$ cat config.mk
export PLATFORM = sky130hd
export DESIGN_NAME = alu_issue_stage_flat
export DESIGN_NICKNAME = d
export VERILOG_FILES = /design/src/rtl/alu_pkg.sv /design/src/rtl/alu_issue_if.sv /design/src/rtl/alu_instr_decoder.sv /design/src/rtl/alu_issue_stage.sv /design/src/flat_wrapper.sv
export SDC_FILE = /design/constraint.sdc
export NUM_CORES = 2
export LEC_CHECK = 0
export CAP_MARGIN = 20
export CORE_AREA = 4 4 351 353
export CTS_CLUSTER_DIAMETER = 200
export DETAILED_ROUTE_END_ITERATION = 10
export DIE_AREA = 0 0 355 357
export GPL_TIMING_DRIVEN = 0
export PLACE_DENSITY_LB_ADDON = 0.08
export SETUP_SLACK_MARGIN = 0.5
export SKIP_LAST_GASP = 1
export SYNTH_ARGS = -nofsm -noshare
export SYNTH_HDL_FRONTEND = slang
export SYNTH_HIERARCHICAL = 1
export SYNTH_SLANG_ARGS = --single-unit
$ cat constraint.sdc
create_clock -name clk -period 1.9 [get_ports clk]
set_input_delay 0.19 -clock clk [delete_from_list [all_inputs] [get_ports clk]]
set_output_delay 0.19 -clock clk [all_outputs]
set_load 0.05 [all_outputs]
$ cat src/rtl/alu_pkg.sv
// alu_pkg: ALU opcodes, RV32 decode constants and issue-stage FSM states.
// Shared by the decoder, the issue stage and its interface users.
package alu_pkg;

  localparam logic [3:0] ALU_ADD = 4'd0;
  localparam logic [3:0] ALU_SUB = 4'd1;
  localparam logic [3:0] ALU_AND = 4'd2;
  localparam logic [3:0] ALU_OR  = 4'd3;
  localparam logic [3:0] ALU_XOR = 4'd4;
  localparam logic [3:0] ALU_NOT = 4'd5;
  localparam logic [3:0] ALU_SLL = 4'd6;
  localparam logic [3:0] ALU_SRL = 4'd7;
  localparam logic [3:0] ALU_INC = 4'd8;
  localparam logic [3:0] ALU_DEC = 4'd9;

  localparam logic [6:0] OPC_OP    = 7'b0110011;
  localparam logic [6:0] OPC_OPIMM = 7'b0010011;

  localparam logic [2:0] F3_ADD = 3'b000;
  localparam logic [2:0] F3_SLL = 3'b001;
  localparam logic [2:0] F3_XOR = 3'b100;
  localparam logic [2:0] F3_SRL = 3'b101;
  localparam logic [2:0] F3_OR  = 3'b110;
  localparam logic [2:0] F3_AND = 3'b111;

  localparam logic [6:0] F7_BASE = 7'b0000000;
  localparam logic [6:0] F7_ALT  = 7'b0100000;

  typedef enum logic {
    ST_RUN  = 1'b0,
    ST_HALT = 1'b1
  } state_t;

  function automatic logic is_shift(input logic [3:0] op);
    return (op == ALU_SLL) || (op == ALU_SRL);
  endfunction

endpackage

$ cat src/rtl/alu_issue_if.sv
// alu_issue_if: instruction valid/ready handshake into the issue stage.
// master = instruction source, slave = alu_issue_stage.
interface alu_issue_if;

  logic        instr_valid;
  logic        instr_ready;
  logic [31:0] instr_data;

  modport master (
    output instr_valid,
    output instr_data,
    input  instr_ready
  );

  modport slave (
    input  instr_valid,
    input  instr_data,
    output instr_ready
  );

endinterface

$ cat src/rtl/alu_instr_decoder.sv
// alu_instr_decoder: RV32 ALU-class word -> ALU opcode and fields.
// Anything outside the supported R/I subset is flagged illegal.
module alu_instr_decoder
  import alu_pkg::*;
#(
  parameter int XLEN = 32
) (
  input  logic [31:0]     instr,
  output logic [3:0]      alu_op,
  output logic [4:0]      rs1,
  output logic [4:0]      rs2,
  output logic [4:0]      rd,
  output logic [XLEN-1:0] imm,
  output logic            use_imm,
  output logic            use_rs2,
  output logic            illegal
);

  logic [6:0] opc;
  logic [6:0] f7;
  logic [2:0] f3;
  logic       is_r;
  logic       is_i;
  logic       base;

  assign opc  = instr[6:0];
  assign f3   = instr[14:12];
  assign f7   = instr[31:25];
  assign rd   = instr[11:7];
  assign rs1  = instr[19:15];
  assign rs2  = instr[24:20];
  assign imm  = {{(XLEN-12){instr[31]}}, instr[31:20]};
  assign is_r = (opc == OPC_OP);
  assign is_i = (opc == OPC_OPIMM);
  assign base = (f7 == F7_BASE);

  assign use_imm = is_i;
  assign use_rs2 = is_r;

  // Opcode select; f7 doubles as imm[11:5] for the shift-immediates.
  always_comb begin
    alu_op  = ALU_ADD;
    illegal = 1'b0;
    unique case (1'b1)
      is_r: begin
        unique case (f3)
          F3_ADD: begin
            alu_op  = (f7 == F7_ALT) ? ALU_SUB : ALU_ADD;
            illegal = !(base || (f7 == F7_ALT));
          end
          F3_SLL: begin alu_op = ALU_SLL; illegal = !base; end
          F3_XOR: begin alu_op = ALU_XOR; illegal = !base; end
          F3_SRL: begin alu_op = ALU_SRL; illegal = !base; end
          F3_OR:  begin alu_op = ALU_OR;  illegal = !base; end
          F3_AND: begin alu_op = ALU_AND; illegal = !base; end
          default: illegal = 1'b1;
        endcase
      end
      is_i: begin
        unique case (f3)
          F3_ADD: alu_op = ALU_ADD;
          F3_SLL: begin alu_op = ALU_SLL; illegal = !base; end
          F3_XOR: alu_op = ALU_XOR;
          F3_SRL: begin alu_op = ALU_SRL; illegal = !base; end
          F3_OR:  alu_op = ALU_OR;
          F3_AND: alu_op = ALU_AND;
          default: illegal = 1'b1;
        endcase
      end
      default: illegal = 1'b1;
    endcase
  end

endmodule

$ cat src/rtl/alu_issue_stage.sv
// alu_issue_stage: decode/issue into a combinational ALU, regfile and writeback.
// ALU_FWD_EN: forward the EX result into ID instead of stalling one cycle.
module alu_issue_stage
  import alu_pkg::*;
#(
  parameter int XLEN  = 32,
  parameter int NREGS = 32
) (
  input  logic            clk,
  input  logic            rst_n,
  alu_issue_if.slave      instr_if,
  output logic [XLEN-1:0] alu_operand1,
  output logic [XLEN-1:0] alu_operand2,
  output logic [3:0]      alu_opcode,
  input  logic [XLEN-1:0] alu_result,
  input  logic            alu_zero,
  output logic            wb_valid,
  output logic [4:0]      wb_rd,
  output logic [XLEN-1:0] wb_data,
  output logic            wb_zero,
  output logic            halted,
  output logic [31:0]     err_instr,
  input  logic            resume
);

  state_t          state;
  logic [XLEN-1:0] rf [NREGS];
  logic            ex_valid;
  logic [4:0]      ex_rd;

  logic [3:0]      id_op;
  logic [4:0]      id_rs1;
  logic [4:0]      id_rs2;
  logic [4:0]      id_rd;
  logic [XLEN-1:0] id_imm;
  logic            id_use_imm;
  logic            id_use_rs2;
  logic            id_illegal;

  logic [XLEN-1:0] rd1;
  logic [XLEN-1:0] rd2;
  logic [XLEN-1:0] src1;
  logic [XLEN-1:0] src2;
  logic [XLEN-1:0] op2_raw;
  logic [XLEN-1:0] op2;
  logic            hit1;
  logic            hit2;
  logic            stall;
  logic            accept;
  logic            issue;

  alu_instr_decoder #(.XLEN(XLEN)) u_dec (
    .instr   (instr_if.instr_data),
    .alu_op  (id_op),
    .rs1     (id_rs1),
    .rs2     (id_rs2),
    .rd      (id_rd),
    .imm     (id_imm),
    .use_imm (id_use_imm),
    .use_rs2 (id_use_rs2),
    .illegal (id_illegal)
  );

  assign rd1 = (id_rs1 == 5'd0) ? '0 : rf[id_rs1];
  assign rd2 = (id_rs2 == 5'd0) ? '0 : rf[id_rs2];

  assign hit1 = ex_valid && (ex_rd != 5'd0) && (ex_rd == id_rs1)
              && !id_illegal;
  assign hit2 = ex_valid && (ex_rd != 5'd0) && (ex_rd == id_rs2)
              && id_use_rs2 && !id_illegal;

`ifdef ALU_FWD_EN
  assign stall = 1'b0;
  assign src1  = hit1 ? alu_result : rd1;
  assign src2  = hit2 ? alu_result : rd2;
`else
  assign stall = hit1 | hit2;
  assign src1  = rd1;
  assign src2  = rd2;
`endif

  assign op2_raw = id_use_imm ? id_imm : src2;
  assign op2     = is_shift(id_op)
                 ? {{(XLEN-5){1'b0}}, op2_raw[4:0]}
                 : op2_raw;

  assign instr_if.instr_ready = (state == ST_RUN) && !stall;
  assign accept = instr_if.instr_valid && instr_if.instr_ready;
  assign issue  = accept && !id_illegal;
  assign halted = (state == ST_HALT);

  // EX register, run/halt FSM and faulting-word capture.
  always_ff @(posedge clk or negedge rst_n) begin
    if (!rst_n) begin
      state        <= ST_RUN;
      err_instr    <= '0;
      ex_valid     <= 1'b0;
      ex_rd        <= '0;
      alu_operand1 <= '0;
      alu_operand2 <= '0;
      alu_opcode   <= ALU_ADD;
    end else begin
      ex_valid <= issue;
      if (issue) begin
        ex_rd        <= id_rd;
        alu_operand1 <= src1;
        alu_operand2 <= op2;
        alu_opcode   <= id_op;
      end else begin
        ex_rd        <= '0;
        alu_operand1 <= '0;
        alu_operand2 <= '0;
        alu_opcode   <= ALU_ADD;
      end
      unique case (state)
        ST_RUN: begin
          if (accept && id_illegal) begin
            err_instr <= instr_if.instr_data;
            state     <= ST_HALT;
          end
        end
        ST_HALT: begin
          if (resume) state <= ST_RUN;
        end
        default: state <= ST_RUN;
      endcase
    end
  end

  // Retire: regfile write and registered writeback record.
  always_ff @(posedge clk or negedge rst_n) begin
    if (!rst_n) begin
      for (int i = 0; i < NREGS; i++) rf[i] <= '0;
      wb_valid <= 1'b0;
      wb_rd    <= '0;
      wb_data  <= '0;
      wb_zero  <= 1'b0;
    end else begin
      wb_valid <= ex_valid;
      if (ex_valid) begin
        wb_rd   <= ex_rd;
        wb_data <= alu_result;
        wb_zero <= alu_zero;
        if (ex_rd != 5'd0) rf[ex_rd] <= alu_result;
      end
    end
  end

endmodule
$ cat src/flat_wrapper.sv
// flat-port wrapper written by rule: the top's interface ports become plain ports
module alu_issue_stage_flat import alu_pkg::*;
#(
  parameter int XLEN  = 32,
  parameter int NREGS = 32
)
  (clk, rst_n, alu_operand1, alu_operand2, alu_opcode, alu_result, alu_zero, wb_valid, wb_rd, wb_data, wb_zero, halted, err_instr, resume, instr_if_instr_valid, instr_if_instr_data, instr_if_instr_ready);
  alu_issue_if instr_if_i ();
  input  logic clk;
  input  logic rst_n;
  output logic [XLEN-1:0] alu_operand1;
  output logic [XLEN-1:0] alu_operand2;
  output logic [3:0] alu_opcode;
  input  logic [XLEN-1:0] alu_result;
  input  logic alu_zero;
  output logic wb_valid;
  output logic [4:0] wb_rd;
  output logic [XLEN-1:0] wb_data;
  output logic wb_zero;
  output logic halted;
  output logic [31:0] err_instr;
  input  logic resume;
  input wire logic [$bits(instr_if_i.instr_valid)-1:0] instr_if_instr_valid;
  input wire logic [$bits(instr_if_i.instr_data)-1:0] instr_if_instr_data;
  output wire logic [$bits(instr_if_i.instr_ready)-1:0] instr_if_instr_ready;
  assign instr_if_i.instr_valid = instr_if_instr_valid;
  assign instr_if_i.instr_data = instr_if_instr_data;
  assign instr_if_instr_ready = instr_if_i.instr_ready;
  alu_issue_stage #(.XLEN(XLEN), .NREGS(NREGS)) u_core (.clk(clk), .rst_n(rst_n), .instr_if(instr_if_i), .alu_operand1(alu_operand1), .alu_operand2(alu_operand2), .alu_opcode(alu_opcode), .alu_result(alu_result), .alu_zero(alu_zero), .wb_valid(wb_valid), .wb_rd(wb_rd), .wb_data(wb_data), .wb_zero(wb_zero), .halted(halted), .err_instr(err_instr), .resume(resume));
endmodule
* Yosys cells after proc, flatten, opt, wreduce, memory -nomap -nowiden
Cells that the tools add are included.
Widths: inputs -> output; s select.
** Operators by class
- Reduce and logical (&&, ||, !) cells :: 27
- Mux-type cells :: 27
- Order comparisons :: 4
- Bitwise operators :: 5
- Eq/ne operators :: 12
** Operators with widths (count)
- $bwmux 1024 :: 1
- $mux 32 :: 11
- $bmux 32 s5 :: 2
- $demux 32 s5 :: 1
- $ge 6x6->1 const B :: 3
- $not 5->6 :: 3
- $pmux 3 s6 :: 1
- $pmux 3 s5 :: 1
- $eq 7x6->1 const B :: 2
- $eq 3x3->1 const B :: 4
- $logic_and 1x1->1 :: 11
- $eq 5x5->1 :: 2
- $logic_not 5->1 :: 2
- $eq 4x3->1 const B :: 2
- $pmux 1 s2 :: 4
- $pmux 4 s2 :: 1
- $eq 7x5->1 const B :: 1
- $logic_not 7->1 :: 1
- $lt 6x1->1 const B :: 1
- $mux 5 :: 1
- $reduce_bool 5->1 :: 1
- $reduce_or 5->1 :: 1
- $logic_not 1->1 :: 4
- $mux 4 :: 1
- other kinds (9) :: 13
** Word-level totals
- Input port bits :: 69
- Word-level logic and storage cells :: 118
- Bits in registers :: 1170

* Depth between registers and ports, before layout
- Depth after elaboration :: 14
- Gate-level depth with buffers :: 10
- Mapped depth without buffers :: 8

* By module
Netlist, hierarchy kept.
** Modules (own cells, without submodules)
- alu_issue_stage :: area each 59097.9 µm², instances 1, cells each 3719
- alu_instr_decoder :: area each 514.2 µm², instances 1, cells each 71

* Worst setup path after synthesis
Ideal clock, no wire load.
- Path type :: input-to-reg
- Start point :: input port instr_if_instr_data[21]
- End point :: register u_core.alu_operand2[1]
- Buffers on the path :: 4
- Stages :: 8
- Data arrival time :: 1.925 ns
- Required time :: 1.763 ns
- Path slack :: -0.162 ns
- Setup time :: 0.137 ns
- Cell sequence :: buf_4 -> buf_2 -> buf_2 -> buf_1 -> mux4_2 -> mux2_2 -> a221oi_1 -> a21oi_1
** On the way
- Longest elaborated chain between the ends :: 10
- Elaborated cells on any way between the ends :: 18
- Those cells by class :: 1 x eq/ne; 7 x mux; 2 x bitwise; 8 x reduce/logical
** Ends and longest elaborated chain
- from (decl) :: RTL line flat_wrapper.sv:24 : input wire logic [$bits(instr_if_i.instr_data)-1:0] instr_if_instr_data;
- parallel branches: the longest is 9 deep, another holds $bmux 32 s5
- $mux 32 * :: RTL line alu_issue_stage.sv:104 : if (issue) begin
- to (signal assigned) :: RTL line alu_issue_stage.sv:107 : alu_operand2 <= op2;
- to (decl) :: RTL line alu_issue_stage.sv:13 : output logic [XLEN-1:0] alu_operand2,
Mark *: on every way between the ends. The select of a mux whose other input is x is not followed.
A chain may end at the register's enable or synchronous reset.

* Worst setup path in the final report
- Start point :: register u_core.ex_rd[4]
- End point :: register u_core/rf[48] in the netlist's numbering
** On the way
- Longest elaborated chain between the ends :: 6
- Elaborated cells on any way between the ends :: 9
- Those cells by class :: 2 x order compare; 3 x mux; 1 x bitwise; 3 x reduce/logical
** Ends and longest elaborated chain
- from (decl) :: RTL line alu_issue_stage.sv:29 : logic [4:0] ex_rd;
- from (signal assigned) :: RTL line alu_issue_stage.sv:105 : ex_rd <= id_rd;
- $not 5->6 (not written as such) :: RTL line alu_issue_stage.sv:144 : if (ex_rd != 5'd0) rf[ex_rd] <= alu_result;
- $ge 6x6->1 (not written as such) or $lt 6x1->1 (tied branches) :: RTL line alu_issue_stage.sv:144
- $logic_and 1x1->1 (not written as such) :: RTL line alu_issue_stage.sv:144
- $mux 32 (not written as such) :: RTL line alu_issue_stage.sv:144
- $demux 32 s5 :: RTL line alu_issue_stage.sv:144
- $bwmux 1024 :: RTL line alu_issue_stage.sv:144
- to (signal, indexed assignment) :: RTL line alu_issue_stage.sv:144
- to (decl) :: RTL line alu_issue_stage.sv:27 : logic [XLEN-1:0] rf [NREGS];
Parallel ways exist; a longest one is shown, timed or not.

==> impl_metrics.yaml <==
sta:
  fin_crit_ps: 2428
  layout_setup_ws_ps: -528.2
  finalSetupViolations: 1217
  slew_headroom_pct: 31.57
  whs_ps: -629.5
  hold_violations: 298
  tightestPinTransition_ps: 1026
  max_freq_mhz: 411.8
  rsz0062_at_grt: "yes"
  slew_violations: 0
  period_share_pct: 127.8
  fin_skew_ps: 24.35
route:
  vias: 39180
  wl_per_cell_um: 35.26
  totalWireLength_um: 210800
  detail-route-antenna-nets: 0
  drc_errors: 0
  drt_iter0_drc: 3874
  vias_per_cell: 6.552
  dr.pass1.iters: 5
placement:
  gp_congestion: 0.9106
  dp_hpwl_um: 150600
  dp_slack_ps: -2385
  dp_cells: 5623
  port_buffers: 209
  placed_area_mm2: 0.06532
worst_setup_path:
  cp_slowest_cell: "nor2_2"
  timing.rr.end: "u_core/rf[48]"
  worstSetupPathType: "reg -> reg"
  r2r_cells: 6
  path_depth: 6
  critPathTopFamily: "buffers and inverters"
  r2r-start: "u_core/ex_rd[4]"
  crit_path_max_fanout: 10
  crit_chain: "buf_8 -> buf_6 -> nand3_1 -> nor2_2 -> buf_2 -> mux2_2"
  max_stage_delay_ps: 520
  critPathArrivalTime_ps: 3050
  cp-startpoint: "u_core/ex_rd[4]"
  required_ps: 2520
  worstSetupEndpoint: "u_core/rf[48]"
  crit_buf_inv: 3
  endpoint_kind: "flip-flop"
  rrSetupSlack_ps: -530
  start_kind: "flip-flop"
power_and_ir_drop:
  irDropWorstVdd_mv: 0.9538
  powerDensity_mw_per_mm2: 820.9
  p_total_w: 0.06023
  power_leakage_nw: 31.25
logic_synthesis:
  synth_top_area_cell: "dfrtp_1"
  syn_nets: 3859
  ys_types: 42
  ys_ff_latch: 1170
  synth_compound_area_share_pct: 2.386
  ys_warn_count: 6
  yosysMostFrequentCell: "dfrtp_1"
  syn_avg_cell_area_um2: 15.73
  synth_mux_area_share_pct: 42.95
  synth_xor_xnor_area_share_pct: 0.1616
  synth-simple-area-share_pct: 1.704
  async_flop_share_pct: 100.0
  yosysSeqAreaShare_pct: 49.11
  synth_top_area_share_pct: 49.11
  synth-edff-count: 0
  ys.flop_type: "dfrtp_1"
  synth_area_mm2: 0.05961
  synth-adder-area-share_pct: 0
  netlist_instances: 3790
  synthTopCellsByArea: "dfrtp_1 (49%), mux2_2 (22%), mux4_2 (21%)"
  synthTopCellsByCount: "dfrtp_1 (1170), mux2_2 (1157), mux4_2 (544), clkbuf_1 (214), buf_2 (125)"
  synth_top_family_by_area: "multiplexers"
floorplan:
  initial_utilization_pct: 49.75
  die_y_um: 357
  io_pins: 210
  rows: 127
  dieArea_mm2: 0.1267
  core-area_mm2: 0.1198
  die_x_um: 355
global_routing:
  grt_max_degree: 170
  antenna_found_initial: 9
  grt-ovfl-total: 0
  gr-usage-all-layers_pct: 33.01
  grt_pass1_vias: 39490
  grt_pass1_wl_um: 294700
cells_and_area:
  drive_above_1_share_pct: 56.75
  fin_area_mm2: 0.07337
  area_delta_synth_final_pct: 23.08
  layout.nets: 4332
  final_cells: 5979
cts:
  clk_pin_slew_ps: 60
  cts_buffer_depth: 3
  htreeDepth: 4
  clkSinkCount: 1170
  clk_latency_ps: 750
  cts_made_buffers: 136
  clockRootBuffer: "clkbuf_16"
  cts_tree: "done"
min_path:
  hold_class: "in -> async"
run_status:
  outcome: "finished, violations left"
  violations: "negative hold slack, negative setup slack"
run:
  drv_cap: 0
[worst min path at each step]
stage	slack, ps	startpoint	cells past startpoint	to
detailed placement	190	rst_n	1	u_core/rf[355]
finish	-630	rst_n	1	u_core/rf[355]
global placement	360	u_core/ex_valid	0	u_core/wb_valid
global route	-590	rst_n	1	u_core/rf[355]
CTS	-620	rst_n	1	u_core/rf[355]
floorplan	-110	rst_n	0	u_core/alu_opcode[0]
[worst reg2reg max path, delay by kind of cell, from the launching register on]
kind | cells | cell delay [ps]
buffers and inverters | 3 | 770
multiplexers | 1 | 390
flip-flops | 1 | 400
AND/OR/NAND/NOR | 2 | 760
[flip-flops by register name, summed over array words and instances, names as in the netlist, 4 cells and up]
name and flops:
u_core/rf 1024, u_core/alu_operand1 32, u_core/alu_operand2 32, u_core/err_instr 32, u_core/wb_data 32, u_core/ex_rd 5
u_core/wb_rd 5, u_core/alu_opcode 4
[power breakdown]
group          leakage (nW)  internal (W)  switching [W]  total (W)
sequential             15.2        0.0256       0.000482     0.0261
clock                  2.21        0.0160         0.0106     0.0267
combinational          13.9       0.00310        0.00436    0.00746
total                  31.3        0.0448         0.0155     0.0602
[cell families after synthesis]
family	Yosys count
and+or+nand+nor	193
AOI/OAI and AO/OA	201
xor gates and xnor gates	11
buffers and inverters	481
DFF	1170
other	1
muxes	1733
[cells in the final DEF, fill, tap and decap left out, drive strengths merged, types with 2 or more instances in the layout]
cell type	count
nor4	3
or2	2
dlygate4sd2	3
clkdlybuf4s50	199
bufinv	9
mux2i	32
inv	14
xor2	10
nor2	38
nand2b	3
nand3	4
nor2b	35
a21oi	34
clkinvlp	2
a22oi	65
mux4	544
o21ai	3
nand3b	5
diode	6
o22ai	32
dlygate4sd3	10
nor3	67
nor4b	2
a221oi	32
clkbuf	437
nand2	23
mux2	1157
buf	355
clkdlybuf4s15	3
bufbuf	3
dlymetal6s2s	2
clkinv	15
nor3b	5
a21o	32
dfrtp	1170
[what timing repair did]
action	4_1_cts	5_1_grt
hold buffers	7	3
hold endpoints to repair	172	110
endpoints found under the setup margin	1504	1876
gates cloned	5	9
pin swaps	13	12
gates resized for setup	352	318
buffers inserted	32	57
[stage by stage]
step           setup TNS (ps)  utilization (%)
3_3_place_gp                -            54.27
5_1_grt               -380480            61.23
4_1_cts               -401470            59.71
2_1_floorplan           -2955                -
6_report              -294910            61.24
3_5_place_dp         -1085840            54.52
[area by class of cell]
type                    count  area, um^2
well taps                1612        2017
plain buffers             468        3787
flip-flops and latches   1170       29280
repair buffers            335        3894
clock inverters            27       369.1
inverters                  13       48.80
fillers                  9090       46440
multi-input cells        2139       29850
diodes                      6       15.01
clock buffers             209        4116
[metal layers]
metal  global-route usage (%)  up-vias  routed length (um)
met2                    49.65     1810               94820
met5                        0        -                  29
met4                    14.57        4               10610
li1                         -    15490                   -
met1                    46.50    21470               87840
met3                    7.455      412               17530
Note: power is estimated with default switching activity, not from simulation.
